File: config.mk
export PLATFORM = sky130hd
export DESIGN_NAME = pwm_bank_peripheral_flat
export DESIGN_NICKNAME = d
export VERILOG_FILES = /design/src/rtl/pwm_bank_if.sv /design/src/rtl/pwm_bank_peripheral.sv /design/src/flat_wrapper.sv
export SDC_FILE = /design/constraint.sdc
export NUM_CORES = 1
export LEC_CHECK = 0
export ABC_AREA = 1
export CORE_MARGIN = 1
export CORE_UTILIZATION = 55
export CTS_CLUSTER_SIZE = 12
export DETAILED_ROUTE_END_ITERATION = 8
export PLACE_DENSITY = 0.73
export SLEW_MARGIN = 20
export SYNTH_ARGS = -nofsm -noshare
export SYNTH_HDL_FRONTEND = slang
export SYNTH_SLANG_ARGS = --single-unit
File: constraint.sdc
create_clock -name clk -period 2.55 [get_ports clk]
set_input_delay 0.6375 -clock clk [delete_from_list [all_inputs] [get_ports clk]]
set_output_delay 0.6375 -clock clk [all_outputs]
set_load 0.01 [all_outputs]
File: src/rtl/pwm_bank_if.sv
// Byte-wide register bus between the SPI register front-end (master) and a peripheral (slave).
// The master issues 1-cycle write or read strobes. The slave answers each read one cycle later with rd_valid.
interface pwm_bank_if;
  logic       wr_en;
  logic [6:0] wr_addr;
  logic [7:0] wr_data;
  logic       rd_en;
  logic [6:0] rd_addr;
  logic [7:0] rd_data;
  logic       rd_valid;

  modport master (
    output wr_en, wr_addr, wr_data, rd_en, rd_addr,
    input  rd_data, rd_valid
  );

  modport slave (
    input  wr_en, wr_addr, wr_data, rd_en, rd_addr,
    output rd_data, rd_valid
  );
endinterface

File: src/rtl/pwm_bank_peripheral.sv
// Bank of NUM_CH PWM outputs that share one prescaled counter. Each channel has its own duty register.
// Duty updates can be double-buffered so that new values take effect at period boundaries.
module pwm_bank_peripheral #(
  parameter int NUM_CH  = 16,
  parameter int CNT_W   = 8,
  parameter int PRESC_W = 8
) (
  input  logic              clk,
  input  logic              rst_n,
  pwm_bank_if.slave         bus,
  output logic [NUM_CH-1:0] out,
  output logic              period_start
);

  localparam logic [6:0]       A_PRESC  = 7'h10;
  localparam logic [6:0]       A_CTRL   = 7'h11;
  // The counter runs over 0..MAX-1, with MAX = 2^CNT_W-1. A duty of MAX therefore keeps the output high.
  localparam logic [CNT_W-1:0] CNT_LAST = CNT_W'((1 << CNT_W) - 2);

  logic [NUM_CH-1:0]  r_out_en;
  logic [NUM_CH-1:0]  r_pwm_en;
  logic [PRESC_W-1:0] r_presc;
  logic               r_run;
  logic               r_shadow;
  logic [CNT_W-1:0]   r_duty_pend [NUM_CH];
  logic [CNT_W-1:0]   r_duty_act  [NUM_CH];
  logic [PRESC_W-1:0] r_pcnt;
  logic [CNT_W-1:0]   r_cnt;
  logic [NUM_CH-1:0]  r_out;
  logic               r_period_start;
  logic [7:0]         r_rd_data;
  logic               r_rd_valid;

  logic               w_tick;
  logic               w_wrap;
  logic               w_presc_wr;
  logic               w_ctrl_wr;
  logic               w_shadow_clr;
  logic [CNT_W-1:0]   w_wr_duty;
  logic [NUM_CH-1:0]  w_duty_wr;
  logic [7:0]         w_rd_data;

  always_comb begin
    // NOTE: every signal assigned here gets a default value first, so no path can leave one unassigned and infer a latch.
    w_duty_wr    = '0;
    w_tick       = r_run && (r_pcnt == r_presc);
    w_wrap       = w_tick && (r_cnt == CNT_LAST);
    w_presc_wr   = bus.wr_en && (bus.wr_addr == A_PRESC);
    w_ctrl_wr    = bus.wr_en && (bus.wr_addr == A_CTRL);
    w_shadow_clr = w_ctrl_wr && r_shadow && !bus.wr_data[0];
    w_wr_duty    = bus.wr_data[CNT_W-1:0];
    for (int c = 0; c < NUM_CH; c++) begin
      w_duty_wr[c] = bus.wr_en && (bus.wr_addr == 7'(64 + c));
    end
  end

  // Enable bits, prescaler setting and control register.
  always_ff @(posedge clk or negedge rst_n) begin
    if (!rst_n) begin
      r_out_en <= '0;
      r_pwm_en <= '0;
      r_presc  <= '0;
      r_run    <= 1'b1;
      r_shadow <= 1'b0;
    end else begin
      // NOTE: sequential state is updated with <= only, so every flop samples the values from before this edge.
      for (int c = 0; c < NUM_CH; c++) begin
        if (bus.wr_en && (bus.wr_addr == 7'(c / 8)))
          r_out_en[c] <= bus.wr_data[3'(c % 8)];
        if (bus.wr_en && (bus.wr_addr == 7'(8 + c / 8)))
          r_pwm_en[c] <= bus.wr_data[3'(c % 8)];
      end
      if (w_presc_wr) r_presc <= bus.wr_data[PRESC_W-1:0];
      if (w_ctrl_wr) begin
        r_run    <= bus.wr_data[1];
        r_shadow <= bus.wr_data[0];
      end
    end
  end

  // Prescaler and shared period counter. A write to PRESC restarts only the prescaler count.
  always_ff @(posedge clk or negedge rst_n) begin
    if (!rst_n) begin
      r_pcnt         <= '0;
      r_cnt          <= '0;
      r_period_start <= 1'b0;
    end else begin
      r_period_start <= w_wrap;
      if (!r_run) begin
        r_pcnt <= '0;
        r_cnt  <= '0;
      end else begin
        if (w_presc_wr || w_tick) r_pcnt <= '0;
        else                      r_pcnt <= r_pcnt + 1'b1;
        if (w_tick) r_cnt <= w_wrap ? '0 : r_cnt + 1'b1;
      end
    end
  end

  // Duty registers. The active copy loads at the wrap, or when shadowing is switched off.
  // A duty write in that same cycle bypasses straight into the active copy.
  always_ff @(posedge clk or negedge rst_n) begin
    if (!rst_n) begin
      // NOTE: the duty arrays are small flop banks, not RAM, so they are reset like all other state.
      for (int c = 0; c < NUM_CH; c++) begin
        r_duty_pend[c] <= '0;
        r_duty_act[c]  <= '0;
      end
    end else begin
      for (int c = 0; c < NUM_CH; c++) begin
        if (w_duty_wr[c]) r_duty_pend[c] <= w_wr_duty;
        if (w_duty_wr[c] && !r_shadow)
          r_duty_act[c] <= w_wr_duty;
        else if (r_shadow && (w_wrap || w_shadow_clr))
          r_duty_act[c] <= w_duty_wr[c] ? w_wr_duty : r_duty_pend[c];
      end
    end
  end

  always_ff @(posedge clk or negedge rst_n) begin
    if (!rst_n) begin
      r_out <= '0;
    end else begin
      for (int c = 0; c < NUM_CH; c++) begin
        r_out[c] <= r_out_en[c] & (!r_pwm_en[c] | (r_cnt < r_duty_act[c]));
      end
    end
  end

  always_comb begin
    w_rd_data = '0;
    for (int c = 0; c < NUM_CH; c++) begin
      if (bus.rd_addr == 7'(c / 8))      w_rd_data[3'(c % 8)] = r_out_en[c];
      if (bus.rd_addr == 7'(8 + c / 8))  w_rd_data[3'(c % 8)] = r_pwm_en[c];
      if (bus.rd_addr == 7'(64 + c))     w_rd_data[CNT_W-1:0] = r_duty_pend[c];
    end
    if (bus.rd_addr == A_PRESC) w_rd_data[PRESC_W-1:0] = r_presc;
    if (bus.rd_addr == A_CTRL)  w_rd_data[1:0]         = {r_run, r_shadow};
  end

  // The read data is captured from pre-edge state, so a same-cycle write is not yet visible.
  always_ff @(posedge clk or negedge rst_n) begin
    if (!rst_n) begin
      r_rd_data  <= '0;
      r_rd_valid <= 1'b0;
    end else begin
      r_rd_valid <= bus.rd_en;
      if (bus.rd_en) r_rd_data <= w_rd_data;
    end
  end

  assign bus.rd_data  = r_rd_data;
  assign bus.rd_valid = r_rd_valid;
  assign out          = r_out;
  assign period_start = r_period_start;

endmodule

File: src/flat_wrapper.sv
// flat-port wrapper written by rule: the top's interface ports become plain ports
module pwm_bank_peripheral_flat 
#(
  parameter int NUM_CH  = 16,
  parameter int CNT_W   = 8,
  parameter int PRESC_W = 8
)
  (clk, rst_n, out, period_start, bus_wr_en, bus_wr_addr, bus_wr_data, bus_rd_en, bus_rd_addr, bus_rd_data, bus_rd_valid);
  pwm_bank_if bus_i ();
  input  logic clk;
  input  logic rst_n;
  output logic [NUM_CH-1:0] out;
  output logic period_start;
  input wire logic [$bits(bus_i.wr_en)-1:0] bus_wr_en;
  input wire logic [$bits(bus_i.wr_addr)-1:0] bus_wr_addr;
  input wire logic [$bits(bus_i.wr_data)-1:0] bus_wr_data;
  input wire logic [$bits(bus_i.rd_en)-1:0] bus_rd_en;
  input wire logic [$bits(bus_i.rd_addr)-1:0] bus_rd_addr;
  output wire logic [$bits(bus_i.rd_data)-1:0] bus_rd_data;
  output wire logic [$bits(bus_i.rd_valid)-1:0] bus_rd_valid;
  assign bus_i.wr_en = bus_wr_en;
  assign bus_i.wr_addr = bus_wr_addr;
  assign bus_i.wr_data = bus_wr_data;
  assign bus_i.rd_en = bus_rd_en;
  assign bus_i.rd_addr = bus_rd_addr;
  assign bus_rd_data = bus_i.rd_data;
  assign bus_rd_valid = bus_i.rd_valid;
  pwm_bank_peripheral #(.NUM_CH(NUM_CH), .CNT_W(CNT_W), .PRESC_W(PRESC_W)) u_core (.clk(clk), .rst_n(rst_n), .bus(bus_i), .out(out), .period_start(period_start));
endmodule
==> flow_metrics.env <==
export IMPL_reg2reg_depth=12
export IMPL_die_height_um=152
export IMPL_power_density_nw_per_um2=610
export IMPL_synth_avg_cell_area_um2=8.43
export IMPL_total_power_uw=9280
export IMPL_synth_seq_cells=252
export IMPL_fp_coreArea_um2=21900
export IMPL_dr_pass1_iters=5
export IMPL_dr_total_vias=10800
export IMPL_grt_pass1_vias=10400
export IMPL_crit_required_ps=2980
export IMPL_gr_total_overflow=0
export IMPL_netlist_area_leader_share_pct=51.0
export IMPL_root_buffer="clkbuf_16"
export IMPL_finalHoldViolations=0
export IMPL_drv_cap=0
export IMPL_final_area_um2=15200
export IMPL_synthToLayoutAreaGrowth_pct=23.5
export IMPL_synth_compound_area_share_pct=13.9
export IMPL_status="completed"
export IMPL_ios=52
export IMPL_place_area_um2=14200
export IMPL_rsz0062_at_grt="true"
export IMPL_postRouteAntennaNets=0
export IMPL_dp_hpwl_mm=26.9
export IMPL_synthArstFlopShare_pct=100
export IMPL_yosys_top_cells_area="dfrtp_1 (51%), nand2_1 (12%), ha_1 (6.0%), o21ai_0 (5.5%), inv_1 (4.5%)"
export IMPL_synth_edff_count=0
export IMPL_cp_common_cell="nand4_1"
export IMPL_routedWlPerCell_um=18.4
export IMPL_antennaDiodeCount=0
export IMPL_io_buffers=43
export IMPL_antenna_found_initial=0
export IMPL_synth_cell_types=43
export IMPL_finish_net_count=1737
export IMPL_cts_htree_levels=1
export IMPL_worstSetupStartpointType="input pin"
export IMPL_first_iter_violations=754
export IMPL_netSwitchingFraction_pct=25.2
export IMPL_slew_violations=0
export IMPL_gp_congestion=0.979
export IMPL_grt_max_degree=71
export IMPL_hold_buffers=0
export IMPL_final_min_clock_period_ps=2520
export IMPL_start_util_pct=56.3
export IMPL_grt_total_usage_pct=32.6
export IMPL_routed_wl_mm=35.9
export IMPL_min_path_type="in2async"
export IMPL_cts_sinks=252
export IMPL_row_count=54
export IMPL_setup_viol=0
export IMPL_clkTransAtPathRegs_ps=60
export IMPL_power_switching_uw=2340
export IMPL_synth_simple_gate_area_share_pct=19.5
export IMPL_die_area_um2=23000
export IMPL_path_cells="clkdlybuf4s50_1 -> inv_2 -> nand3_1 -> buf_6 -> nor2_2 -> nand2_1 -> o21ai_1 -> a211oi_2 -> nand4_1 -> o21ai_2 -> nand4_1 -> o22ai_2 -> nand4_1 -> o21bai_1 -> nand2_1"
export IMPL_seqCellArea_um2=6310
export IMPL_drc=0
export IMPL_fin_skew_ps=10.7
export IMPL_crit_slowest_cell="clkdlybuf4s50_1"
export IMPL_synth_area_um2=12300
export IMPL_synthFlopType="dfrtp_1"
export IMPL_fmax_mhz=397
export IMPL_worstMarginPinSlew_ps=778
export IMPL_cts_made_buffers=28
export IMPL_ir_drop_mv=0.505
export IMPL_cp_max_fo=10
export IMPL_end_kind="flip-flop"
export IMPL_clock_latency_ps=540
export IMPL_fp_dieW_um=152
export IMPL_yosysWarnings=0
export IMPL_arrival_ps=2940
export IMPL_fin_util_pct=69.5
export IMPL_synth_top_family_by_area="simple AND/OR/NAND/NOR gates"
export IMPL_clockPowerShare_pct=41.6
export IMPL_cts_tree="done"
export IMPL_drive_gt1_share_pct=15.9
export IMPL_synth_adder_area_share_pct=5.99
export IMPL_seq_area_frac_synth_pct=51.2
export IMPL_n_fill_cell=1746
export IMPL_clockBufferDepth=3
export IMPL_max_stage_delay_ps=500
export IMPL_period_share_pct=98.8
export IMPL_grt_first_pass_wirelength_mm=56.2
export IMPL_combPwrFrac_pct=10.1
export IMPL_muxShareOfSynthArea_pct=0.853
export IMPL_leakage_uw=0.00757
export IMPL_postSynthCellCount=1461
export IMPL_yosysTopAreaCell="dfrtp_1"
export IMPL_synth_xor_area_share_pct=1.07
export IMPL_viasPerCell=5.52
export IMPL_hold_slack_ps=34.8
export IMPL_p_int_uw=6940
export IMPL_multi_input_area_um2=5190
export IMPL_pwr_share_seq_pct=48.2
export IMPL_crit_type="in2reg"
export IMPL_relSlewSlack_pct=48.1
[worst paths after layout]
path	startpoint	to	slack, ps
max in group asynchronous	rst_n	u_core.r_duty_pend[88]	1740
worst max-delay path	bus_rd_addr[5]	u_core.bus.rd_data[7]	30
worst min register to register	u_core.bus.rd_data[4]	u_core.bus.rd_data[4]	480
worst min-delay path	rst_n	u_core.r_duty_act[52]	30
worst max register to register	u_core.r_presc[3]	u_core.r_duty_act[124]	150
min in group clk	u_core.bus.rd_data[4]	u_core.bus.rd_data[4]	480
[power by group through the flow]
stage,combinational [uW],clock (uW),sequential [uW]
2_1_floorplan,457,0,4480
3_3_place_gp,904,0,4520
3_5_place_dp,932,0,4530
4_1_cts,941,3900,4460
5_1_grt,1050,4050,4490
6_report,941,3860,4470
[sequential cells by signal, summed over array words and instances, names as in the netlist]
signal / count
u_core.bus.rd_data: 8
u_core.bus.rd_valid: 1
u_core.out: 8
u_core.period_start: 1
u_core.r_cnt: 8
u_core.r_duty_act: 64
u_core.r_duty_pend: 128
u_core.r_out_en: 8
u_core.r_pcnt: 8
u_core.r_presc: 8
u_core.r_pwm_en: 8
u_core.r_run: 1
u_core.r_shadow: 1
[final cells by class]
class	count	area share [%]
timing repair buffer	200	11.9
sequential	252	41.5
tap	280	2.30
clock buffer	45	5.36
multi-input combinational	986	34.1
clock inverter	5	0.345
inverter	184	4.54
[per-stage QoR]
stage / cells / setup slack [ps] / setup TNS (ps)
after floorplan: 1468 / 306 / 0
after global placement: 1899 / -775 / -29070
after detailed placement: 1899 / -798 / -33690
after CTS: 1949 / 10.9 / 0
after global routing: 1952 / -33.8 / -57.0
final: 1952 / 31.8 / 0
[cell usage in the layout (no fill, tap or decap), drive strengths merged, types with 2 or more instances in the layout]
master and instances:
a21boi 10, xor2 9, o21ai 216, nor3b 2
nand4 37, o221ai 5, or2 7, o21a 8
nor3 9, buf 158, dlymetal6s2s 4, a21o 3
nor2 104, o211ai 6, a21oi 53, nand2 397
nand3b 3, dfrtp 251, a221oi 3, clkbuf 45
conb 8, ha 59, o22ai 6, inv 181
nor4 4, clkdlybuf4s50 38, mux2 8, clkinv 6
a211oi 3, nand3 15, and3 4, xnor2 6
[critical path, delay by kind of cell]
family	cells	cell delay, ps
simple gates	7	820
compound gates	5	760
buf+inv	3	710
[cell usage after synthesis (3+ instances only)]
cell type  number
o211ai_1        6
clkbuf_1       29
o21a_1          8
o21ai_2         5
nand3b_1        3
inv_2          34
a21boi_0       10
inv_1         147
nor2_1        101
o22ai_1         6
buf_4           9
buf_2           8
xnor2_1         6
o21ai_0       135
mux2_1          4
ha_1           59
nand4_1        37
nor2_2          3
a21o_1          3
and3_1          4
nand3_1        15
nor4_2          3
a211oi_1        3
a221oi_1        3
or2_1           5
a21oi_1        53
nand2_1       397
nor3_1          7
clkinv_1        3
o21ai_1        75
o221ai_1        5
xor2_1          9
dfrtp_1       251
mux2_4          4
[cells by family (layout without fill, tap and decap cells)]
| kind of cell | after synthesis | after routing |
|---|---|---|
| AOI/OAI and AO/OA | 314 | 314 |
| xor gates and xnor gates | 15 | 15 |
| adders and majority gates | 59 | 59 |
| buffers and inverters | 230 | 434 |
| DFF | 252 | 252 |
| muxes | 8 | 8 |
| other | 1 | 8 |
| and+or+nand+nor | 582 | 582 |
[layer usage]
metal	routed length, um	vias to the layer above	track usage, %	part of all wire [%]
li1	-	5142	-	-
met1	15300	5171	43.0	42
met5	0	-	0	0
met2	17400	356	54.7	48
met4	1530	0	13.6	4.3
met3	1770	97	3.65	4.9
[repair_timing]
item | CTS | global route
pin swaps | 1 | 5
resized for setup | 4 | 19
buffers inserted | 0 | 3
endpoints found under the setup margin | 1 | 47
No activity file was read; power rests on OpenSTA's default activity.
